$ cat src/rtl/maxnet_pkg.sv
// Shared types and constants for the 4-neuron Maxnet block.
// Used by the controller, weight buffer and datapath.
package maxnet_pkg;

    localparam int N            = 4;
    localparam int MAX_ITER_DEF = 15;

    localparam logic [4:0] OWN_WEIGHT     = 5'b01000;
    localparam logic [4:0] DEFAULT_WEIGHT = 5'b11110;

    typedef enum logic [2:0] {
        S_IDLE,
        S_LOAD,
        S_CHECK,
        S_ITER,
        S_DONE
    } state_t;

endpackage

$ cat src/rtl/maxnet_controller_survivor_encoder.sv
// Counts surviving neurons and encodes the index
// of the survivor when exactly one remains.
module survivor_encoder
    import maxnet_pkg::*;
(
    input  logic [N-1:0] act_nonzero,
    output logic         one_left,
    output logic         none_left,
    output logic [1:0]   idx
);

    logic [2:0] cnt;

    // Popcount plus index of the highest set flag
    always_comb begin
        cnt = '0;
        idx = '0;
        for (int i = 0; i < N; i++) begin
            if (act_nonzero[i]) begin
                cnt = cnt + 3'd1;
                idx = 2'(i);
            end
        end
    end

    assign one_left  = (cnt == 3'd1);
    assign none_left = (cnt == 3'd0);

endmodule

$ cat src/rtl/maxnet_controller.sv
// Run sequencer for the Maxnet datapath: load,
// iterate until one survivor, collapse or limit.
module maxnet_controller
    import maxnet_pkg::*;
#(
    parameter int MAX_ITER = MAX_ITER_DEF,
    parameter int CW       = 4
) (
    input  logic          clk,
    input  logic          rst,
    input  logic          start,
    input  logic [N-1:0]  act_nonzero,
    output logic          ld_in,
    output logic          iter_en,
    output logic          busy,
    output logic          done,
    output logic [1:0]    winner,
    output logic          winner_valid,
    output logic          timeout,
    output logic [CW-1:0] iter_count
);

    state_t     state;
    logic       one_left;
    logic       none_left;
    logic [1:0] idx;
    logic       at_limit;

    survivor_encoder u_enc (
        .act_nonzero (act_nonzero),
        .one_left    (one_left),
        .none_left   (none_left),
        .idx         (idx)
    );

    assign at_limit = (iter_count == CW'(MAX_ITER));

    // Sequencer with registered strobes and result holds
    always_ff @(posedge clk) begin
        if (rst) begin
            state        <= S_IDLE;
            ld_in        <= 1'b0;
            iter_en      <= 1'b0;
            busy         <= 1'b0;
            done         <= 1'b0;
            winner       <= '0;
            winner_valid <= 1'b0;
            timeout      <= 1'b0;
            iter_count   <= '0;
        end else begin
            ld_in   <= 1'b0;
            iter_en <= 1'b0;
            done    <= 1'b0;
            case (state)
                S_IDLE: begin
                    if (start) begin
                        state        <= S_LOAD;
                        ld_in        <= 1'b1;
                        busy         <= 1'b1;
                        iter_count   <= '0;
                        winner       <= '0;
                        winner_valid <= 1'b0;
                        timeout      <= 1'b0;
                    end
                end
                S_LOAD: begin
                    state <= S_CHECK;
                end
                S_CHECK: begin
                    if (one_left) begin
                        state        <= S_DONE;
                        done         <= 1'b1;
                        winner       <= idx;
                        winner_valid <= 1'b1;
                    end else if (none_left) begin
                        state        <= S_DONE;
                        done         <= 1'b1;
                        winner_valid <= 1'b0;
                        timeout      <= 1'b0;
                    end else if (at_limit) begin
                        state        <= S_DONE;
                        done         <= 1'b1;
                        winner_valid <= 1'b0;
                        timeout      <= 1'b1;
                    end else begin
                        state      <= S_ITER;
                        iter_en    <= 1'b1;
                        iter_count <= iter_count + CW'(1);
                    end
                end
                S_ITER: begin
                    state <= S_CHECK;
                end
                S_DONE: begin
                    state <= S_IDLE;
                    busy  <= 1'b0;
                end
                default: begin
                    state <= S_IDLE;
                    busy  <= 1'b0;
                end
            endcase
        end
    end

endmodule
$ cat config.mk
export PLATFORM = sky130hd
export DESIGN_NAME = maxnet_controller
export DESIGN_NICKNAME = d
export VERILOG_FILES = /design/src/rtl/maxnet_pkg.sv /design/src/rtl/maxnet_controller_survivor_encoder.sv /design/src/rtl/maxnet_controller.sv
export SDC_FILE = /design/constraint.sdc
export NUM_CORES = 1
export LEC_CHECK = 0
export BUFFER_PORTS_ARGS = -buffer_cell sky130_fd_sc_hd__buf_2
export CAP_MARGIN = 20
export CORE_MARGIN = 4
export CORE_UTILIZATION = 51
export DETAILED_ROUTE_END_ITERATION = 16
export PLACE_DENSITY = 0.81
export SETUP_SLACK_MARGIN = 0.1
export SLEW_MARGIN = 20
export SYNTH_ARGS = -nofsm -noshare
export SYNTH_HDL_FRONTEND = slang
export SYNTH_SLANG_ARGS = --single-unit
$ cat constraint.sdc
create_clock -name clk -period 3.6 [get_ports clk]
set_input_delay 0.18 -clock clk [delete_from_list [all_inputs] [get_ports clk]]
set_output_delay 0.18 -clock clk [all_outputs]
set_load 0.005 [all_outputs]
Yosys cells after proc, flatten, opt, wreduce, memory -nomap -nowiden
Index checks and enable logic that the tools add are counted.
{"block": "totals", "ramBits": 0, "latchBits": 0, "out_inout_bits": 12, "mem_bits_ro": 0, "word_cells": 77, "ff_bits": 15, "mem_count": 0, "inputBits": 7}
{"block": "classes", "n_reduce_logical": 13, "mul": 0, "addsub": 4, "bitwise_logic": 3, "div_mod_pow": 0, "shift": 0, "mux": 36, "n_eq_ne": 12, "n_lt_le_gt_ge": 0}
{"cell": "two-way mux 3 bit", "count": 7}
{"cell": "two-way mux 4 bit", "count": 4}
{"cell": "two-way mux 1 bit", "count": 15}
{"cell": "!= test 2 bit, second input constant", "count": 5}
{"cell": "one-hot mux 3 bit (3 select lines)", "count": 1}
{"cell": "two-way mux 2 bit", "count": 4}
{"cell": "one-hot mux 4 bit (2 select lines)", "count": 1}
{"cell": "adder 3 x 1 -> 3 bit, second input constant", "count": 2}
{"cell": "== test 3 x 1 -> 1 bit, second input constant", "count": 2}
{"cell": "== test 3 x 2 -> 1 bit, second input constant", "count": 2}
{"cell": "zero test 3 bit", "count": 2}
{"cell": "one-hot mux 1 bit (2 select lines)", "count": 3}
{"cell": "AND reduction 3 bit", "count": 2}
{"cell": "OR reduction 2 bit", "count": 3}
{"cell": "AND reduction 5 bit", "count": 1}
{"cell": "adder 4 x 1 -> 4 bit, second input constant", "count": 1}
{"cell": "== test 4 bit, second input constant", "count": 1}
{"cell": "!= test 4 bit, second input constant", "count": 1}
{"cell": "one-hot mux 2 bit (2 select lines)", "count": 1}
{"cell": "AND reduction 4 bit", "count": 1}
{"cell": "OR reduction 4 bit", "count": 1}
{"cell": "!= test 3 bit, second input constant", "count": 1}
{"cell": "inverter 1 bit", "count": 3}
{"cell": "OR reduction 3 bit", "count": 1}
{"cell": "other kinds (3)", "count": 3}

Longest topological paths before layout
Gate-level depths: netlist (run 1).
{"block": "depth", "word_depth": 11, "mapped_depth": 10, "ltp_nobuf": 10}

By module
A second synthesis (run 1) with hierarchy kept.
{"block": "hier_totals", "hier_cells": 108, "area_unflattened_um2": 920.9}
{"mod": "maxnet_controller", "cells_each": 82, "area_each_um2": 726.9, "seq_area_each_um2": 300.3, "instances": 1}
{"mod": "survivor_encoder", "cells_each": 26, "area_each_um2": 193.9, "seq_area_each_um2": 0.0, "instances": 1}

Worst setup path before layout (run 1)
Ideal clock, no wire load.
{"block": "synth_path", "path_kind": "input to register", "from": "in act_nonzero[0]", "to": "reg iter_count[2]", "stages": 9, "n_path_buf": 0, "path_slack_ps": 1540, "required_ps": 3497, "setup_ps": 103, "arrival_ps": 1957, "path_cell_list": "ha_1 > nor2b_1 > or2_2 > ha_1 > nand2b_1 > o31ai_4 > nand2_2 > and4b_4 > a2111oi_2"}
{"block": "synth_via", "elab_chain_cells": 10, "elab_cells_between_ends": 12}
{"item": "start: declaration", "line_no": "maxnet_controller.sv:12", "rtl": "input logic [N-1:0] act_nonzero,"}
{"item": "two-way mux 1 bit (*)", "line_no": "maxnet_controller_survivor_encoder.sv:19", "rtl": "if (act_nonzero[i]) begin"}
{"item": "adder 1 x 1 -> 2 bit", "line_no": "maxnet_controller_survivor_encoder.sv:20", "rtl": "cnt = cnt + 3'd1;"}
{"item": "two-way mux 3 bit (*)", "line_no": "maxnet_controller_survivor_encoder.sv:19"}
{"item": "adder 3 x 1 -> 3 bit", "line_no": "maxnet_controller_survivor_encoder.sv:20"}
{"item": "two-way mux 3 bit (*)", "line_no": "maxnet_controller_survivor_encoder.sv:19"}
{"item": "adder 3 x 1 -> 3 bit", "line_no": "maxnet_controller_survivor_encoder.sv:20"}
{"item": "two-way mux 3 bit (*)", "line_no": "maxnet_controller_survivor_encoder.sv:19"}
{"item": "== test 3 x 1 -> 1 bit or zero test 3 bit (tied branches)", "line_no": "maxnet_controller_survivor_encoder.sv:26, maxnet_controller_survivor_encoder.sv:27"}
{"item": "!= test 2 bit (no source line)"}
{"item": "AND reduction 5 bit (no source line) (*)"}
{"item": "end signal: assignment", "line_no": "maxnet_controller.sv:88", "rtl": "iter_count <= iter_count + CW'(1);"}
{"item": "end: declaration", "line_no": "maxnet_controller.sv:20", "rtl": "output logic [CW-1:0] iter_count"}
Mark *: on every way between the ends. The rest lies on a longest branch, timed or not.
A chain may end at the register's enable or synchronous reset.

Worst setup path in the final report (run 1)
{"block": "layout_path", "from": "in act_nonzero[1]", "to": "reg iter_count[2]"}
{"block": "layout_via", "elab_chain_cells": 8, "elab_cells_between_ends": 10}
{"item": "two-way mux 3 bit (*)", "line_no": "maxnet_controller_survivor_encoder.sv:19"}
{"item": "adder 3 x 1 -> 3 bit", "line_no": "maxnet_controller_survivor_encoder.sv:20"}
{"item": "two-way mux 3 bit (*)", "line_no": "maxnet_controller_survivor_encoder.sv:19"}
{"item": "adder 3 x 1 -> 3 bit", "line_no": "maxnet_controller_survivor_encoder.sv:20"}
{"item": "two-way mux 3 bit (*)", "line_no": "maxnet_controller_survivor_encoder.sv:19"}
{"item": "== test 3 x 1 -> 1 bit or zero test 3 bit (tied branches)", "line_no": "maxnet_controller_survivor_encoder.sv:26, maxnet_controller_survivor_encoder.sv:27"}
{"item": "!= test 2 bit (no source line)"}
{"item": "AND reduction 5 bit (no source line) (*)"}
Marked as above.

==> out/results.ini, run 1 <==
[power_and_ir_drop]
leakage_uw=0.0004225
irDropWorstVdd_mv=0.1977
powerDensity_nw_per_um2=407.8

[cells_and_area]
fill_cells=125
layout_commonest_cell=buf_2
postLayoutCoreUtil_pct=66.30
final_cell_mix=18 x buf_2, 15 x dfxtp_1, 7 x nand2_1, 7 x nor2_1, 5 x a31oi_1
areaGrowthSynthToFinish_pct=16.40
antennaDiodeCount=0
layout.cells.non_filler=120
fin_nets=117
drive_gt1_share_pct=29.52

[sta]
finClkSkew_ns=0.007369
rsz0062_at_grt=false
finalSetupTns_ns=0
fmax_ghz=0.5038
worst_pin_slew_ns=0.5845
setup_viol=0
max-slew-margin-rel_pct=60.62
period_minus_slack_ns=1.985
finalCritPeriodShare_pct=55.14
drv_slew=0
hold_viol=0

[critical_path]
path_cells=buf_2 > ha_1 > nor2b_1 > or2_2 > ha_1 > nand2b_1 > o31ai_4 > nand2_2 > and4b_4 > a2111oi_2
worstPathArrival_ns=2.17
crit_slowest_cell=a2111oi_2
path_buf_inv=1
cp_max_fo=10
path_delay_family=simple AND/OR/NAND/NOR gates
crit_path_end_kind=register
critPathKind=in2reg
start_kind=input port
cp_data_required_time_ns=3.78
cpPeakStageDelay_ns=0.33
path_common_cell=ha_1

[synth]
yosysWarnings=0
synth_edf_count=0
synth_cell_type_count=34
ys.flop_type=dfxtp_1
yosysSeqAreaShare_pct=38.59
synth-seq-cells=15
ys_async_sr_fraction_pct=0
syn_inst=85
netlist_area_um2=778.2
syn_nets=96
syn_avg_cell_area_um2=9.156

[drt]
drt_iter0_markers=20
avgRoutedWirePerCell_um=13.45
wirelength_um=1614
viasPerCell=5.708
vias=685
drc=0
dr.pass1.iters=4
drtAntennaViolNets=0

[die]
core_um2=1366
start_util_pct=56.96
io_pins=19
rows=13
die_h_um=47.07
die-area_um2=2215
die_w_um=47.07

[clock_tree]
post_cts_buffers=0
htreeDepth=1
ctsResizeCount=0
clk_pin_slew_ns=0.09
clock_path_buffers=2
clock_latency_ns=0.28
hold_buffers=0
cts.sink_count=15
cts_tree=yes
cts_root_buffer=clkbuf_4
numCtsBuffers=3

[worst_hold_path]
hold_class=in2reg

[global_route]
grt_pass1_vias=588
overflow=0
grt_max_degree=16
grt_busiest_layer=met2
grt_pass1_wl_um=2580
antenna_found_initial=0
met2_usage_pct=26.02
grt_use_met1_pct=21.76
grt_usage_pct=16.68
use_met3_pct=4.598

[job]
maxCapViolCount=0

[status]
outcome=finished, final reports clean

[placement]
gp_congestion=0.8665
dp.cells=116
dp_hpwl_um=1193
io_buffers=18

## routing by layer
metal | share of wire [%] | wire length [um] | vias up
met5 | 0 | 0 | -
met3 | 7.6 | 123 | 4
li1 | - | - | 347
met4 | 0.93 | 15 | 0
met1 | 47 | 756 | 305
met2 | 44 | 717 | 29
## flip-flops by register name, indices dropped and copies added (netlist names)
name	cells
done	1
iter_count	4
winner_valid	1
state	3
timeout	1
ld_in	1
busy	1
winner	2
iter_en	1
## cells in the mapped netlist (2+ instances only)
library cell  count  area share [%]
a21oi_1           3             1.9
a31oi_1           5             4.0
and3_1            2             1.6
dfxtp_1          15              39
ha_1              4             6.4
inv_1             4             1.9
nand2_1           7             3.4
nand2b_1          2             1.6
nand3_1           3             1.9
nand4_1           3             2.4
nor2_1            7             3.4
nor2b_1           4             3.2
nor3_1            4             2.6
o41ai_1           2             2.3
## path summary, 6_finish.rpt
kind                          start                         end  slack, ns  depth (start not counted)
min reg2reg  winner[1]$_SDFFE_PP0P_      winner[1]$_SDFFE_PP0P_       0.47                          2
min                  act_nonzero[2]      winner[1]$_SDFFE_PP0P_       0.24                          3
max reg2reg   state[1]$_SDFFE_PP0P_  iter_count[1]$_SDFFE_PP0P_       1.94                          4
max                  act_nonzero[1]  iter_count[2]$_SDFFE_PP0P_       1.62                         10
## stage by stage
step                total power (uW)  setup slack [ns]  instance area (um2)  hold slack, ns
floorplan                      249.2             1.540                778.2          0.2560
global placement               273.3             1.379                879.6          0.4536
detailed placement             275.6             1.312                879.6          0.4595
CTS                            370.0             1.597                905.9          0.2418
global route                   389.9             1.501                905.9          0.2567
finish                         369.4             1.615                905.9          0.2423
## worst reg2reg max path: stages, from the launching register on
cell and delay, ns:
dfxtp_1 0.35, o21ai_0 0.50, nor2_1 0.18, a31oi_1 0.35
a32o_1 0.23
## cells by family after synthesis
family,synth area share [%]
and+or+nand+nor,28.78
AOI/OAI and AO/OA,18.01
adders and majority gates,6.431
buffers and inverters,2.892
DFF,38.59
xor gates and xnor gates,5.307
## power by group
part,switching [uW],internal (uW),total [uW]
Clock,53.4,43.0,96.4
Sequential,6.61,177,183
Combinational,57.4,32.5,89.9
Total,117,252,369
## area by class of cell
cell class                 instances  area [um2]  share of cell area [%]
multi-input combinational         64       455.4                   50.28
sequential                        15       300.3                   33.15
timing repair buffer              18       90.09                   9.945
clock buffer                       4       26.28                   2.901
tap                               15       18.77                   2.072
inverter                           4       15.01                   1.657
(Power assumes the default switching activity.)
==> inputs of run 2 (changes only) <==
- CORE_UTILIZATION: 51 -> 50
- PLACE_DENSITY: 0.81 -> 0.79
- clock period: 3.6 -> 2 ns (I/O delays scaled with it)
==> out/results.ini, run 2 (synthesis results as in run 1) <==
[die]
core_um2=1383  ; was 1366 um2
die-area_um2=2252  ; was 2215 um2
start_util_pct=56.29  ; was 56.96%
io_pins=19  ; unchanged
die_w_um=47.45  ; was 47.07 um
die_h_um=47.45  ; was 47.07 um
rows=13  ; unchanged

[drt]
drtAntennaViolNets=0  ; unchanged
avgRoutedWirePerCell_um=13.37  ; was 13.45 um
drt_iter0_markers=29  ; was 20
vias=715  ; was 685
dr.pass1.iters=4  ; unchanged
wirelength_um=1645  ; was 1614 um
drc=0  ; unchanged
viasPerCell=5.813  ; was 5.708

[cells_and_area]
drive_gt1_share_pct=33.33  ; was 29.52%
largest_register=iter_count  ; unchanged
top_regs=iter_count x4, state x3, winner x2  ; unchanged
areaGrowthSynthToFinish_pct=21.22  ; was 16.40%
antennaDiodeCount=0  ; unchanged
fin_nets=120  ; was 117
layout.cells.non_filler=123  ; was 120
design_area_um2=943.4  ; was 905.9 um2
final_cell_mix=18 x buf_2, 15 x dfxtp_1, 7 x nand2_1, 7 x nor2_1, 5 x a31oi_1  ; unchanged
layout_commonest_cell=buf_2  ; unchanged
largest_reg_flops=4  ; unchanged

[clock_tree]
cts_root_buffer=clkbuf_4  ; unchanged
ctsResizeCount=0  ; unchanged
htreeDepth=1  ; unchanged
cts.sink_count=15  ; unchanged
post_cts_buffers=0  ; unchanged
cts_tree=yes  ; unchanged
clock_path_buffers=2  ; unchanged
hold_buffers=0  ; unchanged
numCtsBuffers=3  ; unchanged
clock_latency_ns=0.28  ; about the same
clk_pin_slew_ns=0.09  ; about the same

[placement]
gp_congestion=0.8131  ; was 0.8665
dp_hpwl_um=1286  ; was 1193 um
place_area_um2=917.1  ; was 879.6 um2
io_buffers=18  ; unchanged
dp.cells=119  ; was 116

[critical_path]
crit_path_end_kind=register  ; unchanged
cp_data_required_time_ns=2.18  ; was 3.78 ns
start_kind=input port  ; unchanged
cp_max_fo=7  ; was 10
crit_slowest_cell=a2111oi_2  ; unchanged
critPathKind=in2reg  ; unchanged
path_cells=buf_2 > ha_1 > nor2b_4 > or2_2 > ha_1 > nand2b_4 > o31ai_4 > nand2_2 > and4b_4 > a2111oi_2  ; was buf_2 > ha_1 > nor2b_1 > or2_2 > ha_1 > nand2b_1 > o31ai_4 > nand2_2 > and4b_4 > a2111oi_2
worstPathArrival_ns=1.95  ; was 2.17 ns
cpPeakStageDelay_ns=0.29  ; was 0.33 ns
path_common_cell=ha_1  ; unchanged

[power_and_ir_drop]
powerDensity_nw_per_um2=726.3  ; was 407.8 nW/um2
irDropWorstVdd_mv=0.4918  ; was 0.1977 mV
leakage_uw=0.0004449  ; was 0.0004225 uW

[status]
outcome=finished, final reports clean  ; unchanged

[worst_hold_path]
hold_class=in2reg  ; unchanged

[sta]
worst_pin_slew_ns=0.3212  ; was 0.5845 ns
finalSetupTns_ns=0  ; unchanged
period_minus_slack_ns=1.775
fmax_ghz=0.5634
finalCritPeriodShare_pct=88.75
max-slew-margin-rel_pct=78.49  ; was 60.62%
rsz0062_at_grt=false  ; unchanged
finClkSkew_ns=0.004286  ; was 0.007369 ns
drv_slew=0  ; unchanged
setup_viol=0  ; unchanged
hold_viol=0  ; unchanged

[global_route]
grt_max_degree=16  ; unchanged
antenna_found_initial=0  ; unchanged
grt_pass1_wl_um=2787  ; was 2580 um
overflow=0  ; unchanged
grt_pass1_vias=663  ; was 588
grt_usage_pct=17.80  ; was 16.68%

[job]
maxCapViolCount=0  ; unchanged

## run 2: through the flow
stage	utilization [%]	total power, uW	hold slack (ns)	setup WS [ns]
after global routing	68.24	729.3	0.1965	0.1566
after detailed placement	66.33	518.8	0.4493	-0.05620
after CTS	68.24	689.0	0.1564	0.2328
after floorplan	-	454.2	0.1760	0.1441
final	68.24	685.1	0.1586	0.2250
after global placement	66.33	514.6	0.4472	0.02877
## run 2: layout make-up
| class | instances | area [um2] |
|---|---|---|
| clock buffer | 4 | 26.28 |
| multi-input combinational | 64 | 470.5 |
| timing repair buffer | 21 | 112.6 |
| inverter | 4 | 15.01 |
| tap | 15 | 18.77 |
| sequential | 15 | 300.3 |
| fill | 110 | 439.2 |
## run 2: path summary, 6_finish.rpt
path	from	to	slack [ns]	cells after the start
worst max-delay path	act_nonzero[0]	iter_count[2]$_SDFFE_PP0P_	0.22	10
worst max register to register	iter_count[0]$_SDFFE_PP0P_	iter_count[3]$_SDFFE_PP0P_	0.44	5
worst min register to register	busy$_SDFFE_PP0P_	busy$_SDFFE_PP0P_	0.47	2
worst min-delay path	rst	ld_in$_SDFF_PP0_	0.16	2
## run 2: per-layer routing
metal	vias to the layer above	track usage, %	wire length [um]
li1	358	-	-
met1	322	21.28	709
met2	28	27.81	766
met3	7	5.263	123
met4	0	11.05	45
met5	-	0	0
## run 2: report_power, final
group	internal, uW	leakage, uW	total, uW	switching (uW)
logic	77.1	0.000308	184	107
clock network	77.4	0.0000150	172	94.7
registers	318	0.000122	329	11.0
## run 2: worst max-delay path, delay by kind of cell
family,cells,cell delay [ns]
and+or+nand+nor,5,0.92
AOI/OAI and AO/OA,2,0.35
buffers and inverters,1,0.11
adders and majority gates,2,0.48
